### src/rtl/bist_pkg.sv
// rtl/bist_pkg.sv - shared types and constants for the BIST pattern sequencer
package bist_pkg;

    typedef enum logic [2:0] {
        IDLE,
        SHIFT,
        APPLY,
        CAPTURE,
        COMPARE,
        DONE
    } bist_state_e;

    localparam logic [7:0] DEFAULT_TAPS = 8'hB8;
    localparam int         SEED_MAX_W   = 64;

    // An all-zero LFSR state would lock up, so zero is promoted to 1.
    function automatic logic [SEED_MAX_W-1:0] nonzero_seed(input logic [SEED_MAX_W-1:0] seed);
        return (seed == '0) ? SEED_MAX_W'(1) : seed;
    endfunction

endpackage

### src/rtl/bist_if.sv
// rtl/bist_if.sv - run control, CUT and status signals of the BIST sequencer (abort under BIST_ABORT_EN)
interface bist_if #(
    parameter int WIDTH = 8
);
    logic             start;
    logic [WIDTH-1:0] golden_sig;
    logic [WIDTH-1:0] cut_resp;
    logic             gen_bit;
    logic             pattern_strobe;
    logic             busy;
    logic             done;
    logic             pass;
    logic [WIDTH-1:0] signature;
`ifdef BIST_ABORT_EN
    logic             abort;

    modport master (
        output start, golden_sig, cut_resp, abort,
        input  gen_bit, pattern_strobe, busy, done, pass, signature
    );
    modport slave (
        input  start, golden_sig, cut_resp, abort,
        output gen_bit, pattern_strobe, busy, done, pass, signature
    );
`else
    modport master (
        output start, golden_sig, cut_resp,
        input  gen_bit, pattern_strobe, busy, done, pass, signature
    );
    modport slave (
        input  start, golden_sig, cut_resp,
        output gen_bit, pattern_strobe, busy, done, pass, signature
    );
`endif
endinterface

### src/rtl/bist_misr.sv
// rtl/bist_misr.sv - multiple-input signature register compacting CUT responses
module bist_misr
    import bist_pkg::*;
#(
    parameter int               WIDTH = 8,
    parameter logic [WIDTH-1:0] TAPS  = WIDTH'(DEFAULT_TAPS)
) (
    input  logic             clk,
    input  logic             rst_n,
    input  logic             clear,
    input  logic             enable,
    input  logic [WIDTH-1:0] din,
    output logic [WIDTH-1:0] sig
);

    always_ff @(posedge clk or negedge rst_n) begin
        if (!rst_n) begin
            sig <= '0;
        end else if (clear) begin
            sig <= '0;
        end else if (enable) begin
            sig <= ({sig[WIDTH-2:0], 1'b0} ^ (sig[WIDTH-1] ? TAPS : '0)) ^ din;
        end
    end

endmodule

### src/rtl/bist_controller.sv
// rtl/bist_controller.sv - BIST sequencer: LFSR pattern stream, CUT strobe, MISR compare
// Optional run abort input enabled by macro BIST_ABORT_EN.
module bist_controller
    import bist_pkg::*;
#(
    parameter int               WIDTH        = 8,
    parameter int               NUM_PATTERNS = 16,
    parameter logic [WIDTH-1:0] SEED         = WIDTH'(8'hA5),
    parameter logic [WIDTH-1:0] TAPS         = WIDTH'(DEFAULT_TAPS)
) (
    input logic  clk,
    input logic  rst_n,
    bist_if.slave bus
);

    localparam int               BIT_W    = $clog2(WIDTH);
    localparam int               PAT_W    = $clog2(NUM_PATTERNS + 1);
    localparam logic [WIDTH-1:0] SEED_NZ  = WIDTH'(nonzero_seed(SEED_MAX_W'(SEED)));
    localparam logic [BIT_W-1:0] LAST_BIT = BIT_W'(WIDTH - 1);
    localparam logic [PAT_W-1:0] LAST_PAT = PAT_W'(NUM_PATTERNS - 1);

    bist_state_e      state, state_nxt;
    logic [WIDTH-1:0] lfsr, lfsr_nxt;
    logic [BIT_W-1:0] bit_cnt, bit_cnt_nxt;
    logic [PAT_W-1:0] pat_cnt, pat_cnt_nxt;
    logic             gen_bit_q, strobe_q, busy_q, done_q, pass_q, pass_nxt;
    logic             misr_clear, misr_en, abort_hit;
    logic [WIDTH-1:0] misr_sig;

    bist_misr #(
        .WIDTH (WIDTH),
        .TAPS  (TAPS)
    ) u_misr (
        .clk    (clk),
        .rst_n  (rst_n),
        .clear  (misr_clear),
        .enable (misr_en),
        .din    (bus.cut_resp),
        .sig    (misr_sig)
    );

    always_comb begin
        state_nxt   = state;
        lfsr_nxt    = lfsr;
        bit_cnt_nxt = bit_cnt;
        pat_cnt_nxt = pat_cnt;
        pass_nxt    = pass_q;
        misr_clear  = 1'b0;
        misr_en     = 1'b0;
        abort_hit   = 1'b0;
`ifdef BIST_ABORT_EN
        abort_hit   = bus.abort && (state inside {SHIFT, APPLY, CAPTURE, COMPARE});
`endif

        case (state)
            IDLE, DONE: begin
                if (bus.start) begin
                    state_nxt   = SHIFT;
                    lfsr_nxt    = SEED_NZ;
                    bit_cnt_nxt = '0;
                    pat_cnt_nxt = '0;
                    pass_nxt    = 1'b0;
                    misr_clear  = 1'b1;
                end
            end
            SHIFT: begin
                lfsr_nxt = {^(lfsr & TAPS), lfsr[WIDTH-1:1]};
                if (bit_cnt == LAST_BIT) begin
                    bit_cnt_nxt = '0;
                    state_nxt   = APPLY;
                end else begin
                    bit_cnt_nxt = bit_cnt + BIT_W'(1);
                end
            end
            APPLY: begin
                state_nxt = CAPTURE;
            end
            CAPTURE: begin
                misr_en     = 1'b1;
                pat_cnt_nxt = pat_cnt + PAT_W'(1);
                state_nxt   = (pat_cnt == LAST_PAT) ? COMPARE : SHIFT;
            end
            COMPARE: begin
                pass_nxt  = (misr_sig == bus.golden_sig);
                state_nxt = DONE;
            end
            default: begin
                state_nxt = IDLE;
            end
        endcase

        // Abort overrides whatever the busy state would have done this cycle.
        if (abort_hit) begin
            state_nxt   = IDLE;
            bit_cnt_nxt = '0;
            pat_cnt_nxt = '0;
            pass_nxt    = 1'b0;
            misr_clear  = 1'b1;
            misr_en     = 1'b0;
        end
    end

    // Outputs are registered from next-state values so they line up with the state they describe.
    always_ff @(posedge clk or negedge rst_n) begin
        if (!rst_n) begin
            state     <= IDLE;
            lfsr      <= SEED_NZ;
            bit_cnt   <= '0;
            pat_cnt   <= '0;
            gen_bit_q <= 1'b0;
            strobe_q  <= 1'b0;
            busy_q    <= 1'b0;
            done_q    <= 1'b0;
            pass_q    <= 1'b0;
        end else begin
            state     <= state_nxt;
            lfsr      <= lfsr_nxt;
            bit_cnt   <= bit_cnt_nxt;
            pat_cnt   <= pat_cnt_nxt;
            gen_bit_q <= (state_nxt == SHIFT) && lfsr_nxt[0];
            strobe_q  <= (state_nxt == APPLY);
            busy_q    <= (state_nxt inside {SHIFT, APPLY, CAPTURE, COMPARE});
            done_q    <= (state_nxt == DONE);
            pass_q    <= pass_nxt;
        end
    end

    assign bus.gen_bit        = gen_bit_q;
    assign bus.pattern_strobe = strobe_q;
    assign bus.busy           = busy_q;
    assign bus.done           = done_q;
    assign bus.pass           = pass_q;
    assign bus.signature      = misr_sig;

endmodule

### src/flat_wrapper.sv
// flat-port wrapper written by rule: the top's interface ports become plain ports
module bist_controller_flat import bist_pkg::*;
#(
    parameter int               WIDTH        = 8,
    parameter int               NUM_PATTERNS = 16,
    parameter logic [WIDTH-1:0] SEED         = WIDTH'(8'hA5),
    parameter logic [WIDTH-1:0] TAPS         = WIDTH'(DEFAULT_TAPS)
)
  (clk, rst_n, bus_start, bus_golden_sig, bus_cut_resp, bus_gen_bit, bus_pattern_strobe, bus_busy, bus_done, bus_pass, bus_signature);
  bist_if #(.WIDTH(WIDTH)) bus_i ();
  input logic clk;
  input logic rst_n;
  input wire logic [$bits(bus_i.start)-1:0] bus_start;
  input wire logic [$bits(bus_i.golden_sig)-1:0] bus_golden_sig;
  input wire logic [$bits(bus_i.cut_resp)-1:0] bus_cut_resp;
  output wire logic [$bits(bus_i.gen_bit)-1:0] bus_gen_bit;
  output wire logic [$bits(bus_i.pattern_strobe)-1:0] bus_pattern_strobe;
  output wire logic [$bits(bus_i.busy)-1:0] bus_busy;
  output wire logic [$bits(bus_i.done)-1:0] bus_done;
  output wire logic [$bits(bus_i.pass)-1:0] bus_pass;
  output wire logic [$bits(bus_i.signature)-1:0] bus_signature;
  assign bus_i.start = bus_start;
  assign bus_i.golden_sig = bus_golden_sig;
  assign bus_i.cut_resp = bus_cut_resp;
  assign bus_gen_bit = bus_i.gen_bit;
  assign bus_pattern_strobe = bus_i.pattern_strobe;
  assign bus_busy = bus_i.busy;
  assign bus_done = bus_i.done;
  assign bus_pass = bus_i.pass;
  assign bus_signature = bus_i.signature;
  bist_controller #(.WIDTH(WIDTH), .NUM_PATTERNS(NUM_PATTERNS), .SEED(SEED), .TAPS(TAPS)) u_core (.clk(clk), .rst_n(rst_n), .bus(bus_i));
endmodule
### config.mk
export PLATFORM = sky130hd
export DESIGN_NAME = bist_controller_flat
export DESIGN_NICKNAME = d
export VERILOG_FILES = /design/src/rtl/bist_pkg.sv /design/src/rtl/bist_if.sv /design/src/rtl/bist_misr.sv /design/src/rtl/bist_controller.sv /design/src/flat_wrapper.sv
export SDC_FILE = /design/constraint.sdc
export NUM_CORES = 1
export LEC_CHECK = 0
export CORE_MARGIN = 2
export CORE_UTILIZATION = 55
export DETAILED_ROUTE_END_ITERATION = 7
export PLACE_DENSITY = 0.8
export SKIP_CTS_REPAIR_TIMING = 1
export SLEW_MARGIN = 10
export SYNTH_ARGS = -nofsm -noshare
export SYNTH_HDL_FRONTEND = slang
export SYNTH_HIERARCHICAL = 1
export SYNTH_SLANG_ARGS = --single-unit
### constraint.sdc
create_clock -name clk -period 3.9 [get_ports clk]
set_input_delay 0.39 -clock clk [delete_from_list [all_inputs] [get_ports clk]]
set_output_delay 0.39 -clock clk [all_outputs]
set_load 0.01 [all_outputs]
==> impl_metrics.json <==
{
  "run_status": "complete, no violations",
  "hpwl_mm": 2.410,
  "drcViolationCount": 0,
  "leading_post_synthesis_cells_by_cell_area": "dfrtp_1 41%, dfstp_2 6.1%, nand2_1 5.4%",
  "place_congestion": 0.7880,
  "placement.setup.worst_slack_ns": 1.343,
  "cts_root_buffer": "clkbuf_4",
  "syn-instance-count": 166,
  "synth_area_um2": 1724,
  "cts_tree": "built",
  "wire_per_inst_um": 13.69,
  "fillCellCount": 226,
  "end_kind": "flip-flop",
  "power_report.internal_total_mw": 0.9172,
  "final_layout_size_suffix_gt1_share_pct": 12.24,
  "design.die.area_um2": 3599,
  "worstHoldPathType": "in -> async",
  "asyncSetResetFlopFracSynth_pct": 100.0,
  "grt_use_total_pct": 19.95,
  "final_max_slew_viol_count": 0,
  "core.rowCount": 20,
  "synthMostInstantiatedCell": "dfrtp_1",
  "routed-via-count": 1260,
  "setup_viol_count_final": 0,
  "power.sequential.fraction_pct": 42.0,
  "worstSetupEndpoint": "u_core/u_misr/sig[5]",
  "die_width_um": 59.99,
  "crit_path_start": "bus_start",
  "clkTransAtPathRegs_ns": 0.10,
  "clock_sink_count": 32,
  "synth_enable_flop_cells": 0,
  "max-cap-violations": 0,
  "final_cells": 240,
  "syn-mean-instance-area_um2": 10.39,
  "synth_largest_area_cell": "dfrtp_1",
  "timing.critical_path.arrival_ns": 2.44,
  "p_switching_mw": 0.5953,
  "clockPowerShare_pct": 11.3,
  "total_negative_slack_ns": 0,
  "antenna_cells_inserted": 0,
  "yosys-top-cells-count": "28 x dfrtp_1, 25 x nand2_1, 11 x nand3_1, 10 x nor2_1, 10 x xnor2_1",
  "yosys_reg_bits": 32,
  "final_cell_area_um2": 2057,
  "clkLatencyLatePin_ns": 0.33,
  "finalCriticalPeriod_ns": 2.214,
  "numCtsBuffers": 5,
  "fp.coreArea_um2": 3028,
  "slew_worst_pin_ns": 0.5438,
  "power_density_nw_per_um2": 735.3,
  "number_of_global_route_vias_before_repair": 1188,
  "grt_remaining_overflow": 0,
  "r2r_start": "u_core/state[0]",
  "sw_frac_of_total_pct": 39.36,
  "placedCellCount": 233,
  "drt.antenna.violating_nets": 0,
  "worstSetupStartpointType": "input pin",
  "pin_count_of_the_biggest_net_entering_global_routing": 33,
  "final-hold-violation-count": 0,
  "synth-seq-area-share_pct": 46.73,
  "ys_types": 44,
  "achievable-frequency_ghz": 0.4517,
  "drt_pass1_iterations": 4,
  "final_net_count": 219,
  "synth-warning-count": 6,
  "combPwrFrac_pct": 46.7,
  "yosys_most_used_dff": "dfrtp_1",
  "grt_pass1_wl_mm": 5.244,
  "postPlaceCellArea_um2": 2012,
  "via_per_inst": 5.250,
  "portion_of_the_clock_cycle_consumed_by_the_worst_path_in_the_final_layout_pct": 56.76,
  "vdd_drop_max_uv": 448.7,
  "antenna_found_initial": 0,
  "r2r.worst_path.cells": 6,
  "timing.rr.end": "u_core/u_misr/sig[5]",
  "io_buffers": 31,
  "timing.setup.critical_path_class": "in -> reg",
  "top_level_ports": 32,
  "normalized_max_slew_margin_pct": 63.74,
  "depth_of_the_cts_h_tree": 2,
  "fin_ws_ns": 1.686,
  "grt_setup_unrepaired": "no",
  "post-synth-top-area-fraction_pct": 40.64,
  "initial_core_utilization_pct": 56.94,
  "power.leakage_nw": 0.9130,
  "cts.path.max_buffers": 2,
  "power.total_mw": 1.513,
  "drt_first_iter_violations": 37,
  "vertical_die_dimension_um": 59.99,
  "timing.reg2reg.setup_slack_ns": 1.69,
  "critical_path_peak_fanout": 14,
  "post_synth_net_total": 189,
  "drt-total-wl_mm": 3.286,
  "layout-area-overhead-vs-synth_pct": 19.30,
  "skew_ns": 0.01498,
  "worst-endpoint-required_ns": 4.13
}
==> through the flow <==
step                      util, %  hold WS (ns)
after floorplan                 -       0.09441
after global placement      66.45        0.4736
after global routing        67.93        0.4746
final                       67.93        0.4423
after CTS                   67.93        0.4555
after detailed placement    66.45        0.4779
==> sequential cells by signal, indices dropped and copies added (netlist names) <==
| name | flops |
|---|---|
| u_core/bus.done | 1 |
| u_core/bus.busy | 1 |
| u_core/pat_cnt | 5 |
| u_core/bit_cnt | 3 |
| u_core/lfsr | 8 |
| u_core/state | 3 |
| u_core/bus.pass | 1 |
| u_core/bus.gen_bit | 1 |
| u_core/bus.pattern_strobe | 1 |
| u_core/u_misr/sig | 8 |
==> worst min path at each step <==
stage	start	endpoint	slack [ns]	depth (start not counted)
3_5_place_dp	u_core/lfsr[2]	u_core/lfsr[2]	0.48	2
4_1_cts	rst_n	u_core/pat_cnt[3]	0.46	2
2_1_floorplan	rst_n	u_core/bit_cnt[0]	0.09	0
3_3_place_gp	u_core/lfsr[2]	u_core/lfsr[1]	0.47	2
5_1_grt	rst_n	u_core/state[2]	0.47	2
6_report	rst_n	u_core/pat_cnt[2]	0.44	2
==> cells by family after synthesis <==
family | share of synthesized area [%]
adder cells (fa/ha/maj) | 3.483
AND/OR/NAND/NOR | 21.19
multiplexers | 2.975
buffers and inverters | 6.023
flip-flops | 46.73
XOR/XNOR | 9.652
AO/OA/AOI/OAI | 9.942
==> power groups by stage <==
| stage | sequential [mW] | clock (mW) | combinational, mW |
|---|---|---|---|
| after global routing | 0.658 | 0.194 | 0.787 |
| after detailed placement | 0.643 | 0 | 0.708 |
| after global placement | 0.635 | 0 | 0.674 |
| final | 0.636 | 0.171 | 0.706 |
| after floorplan | 0.611 | 0 | 0.553 |
| after CTS | 0.636 | 0.177 | 0.713 |
==> routing by layer <==
layer	track usage, %	wire length [um]
met3	4.762	144
met5	0	0
met4	12.70	83
met1	25.66	1388
met2	29.97	1669
==> cell usage in the layout, fill, tap and decap left out, types with 2 or more instances in the layout <==
cell / synthesis / final
clkdlybuf4s50_1: 0 / 31
dfrtp_1: 28 / 28
nand2_1: 25 / 25
nand3_1: 11 / 11
nor2_1: 10 / 10
xnor2_1: 10 / 10
xor2_1: 9 / 9
o21ai_0: 7 / 7
clkbuf_4: 0 / 5
nand2b_1: 5 / 5
inv_1: 4 / 4
a211oi_1: 4 / 4
mux2i_1: 4 / 4
ha_1: 4 / 4
dfstp_2: 4 / 4
a21oi_1: 3 / 3
clkbuf_1: 0 / 2
and3_1: 2 / 2
nand3_2: 2 / 2
==> area by class of cell <==
| cell class | count | area, um^2 | share of cell area [%] |
|---|---|---|---|
| clock buffer | 7 | 45.04 | 2.190 |
| timing repair buffer | 32 | 317.8 | 15.45 |
| multi-input combinational | 120 | 814.5 | 39.60 |
| inverter | 5 | 18.77 | 0.9124 |
| tap | 44 | 55.05 | 2.676 |
| sequential | 32 | 805.8 | 39.17 |
==> worst max-delay path, stage by stage <==
cell             delay [ns]
clkdlybuf4s50_1        0.65
nand2b_4               0.07
or2_1                  0.44
inv_2                  0.26
and3b_1                0.23
nor2b_1                0.14
a221o_1                0.27
Power figures use the tool's default switching activity.
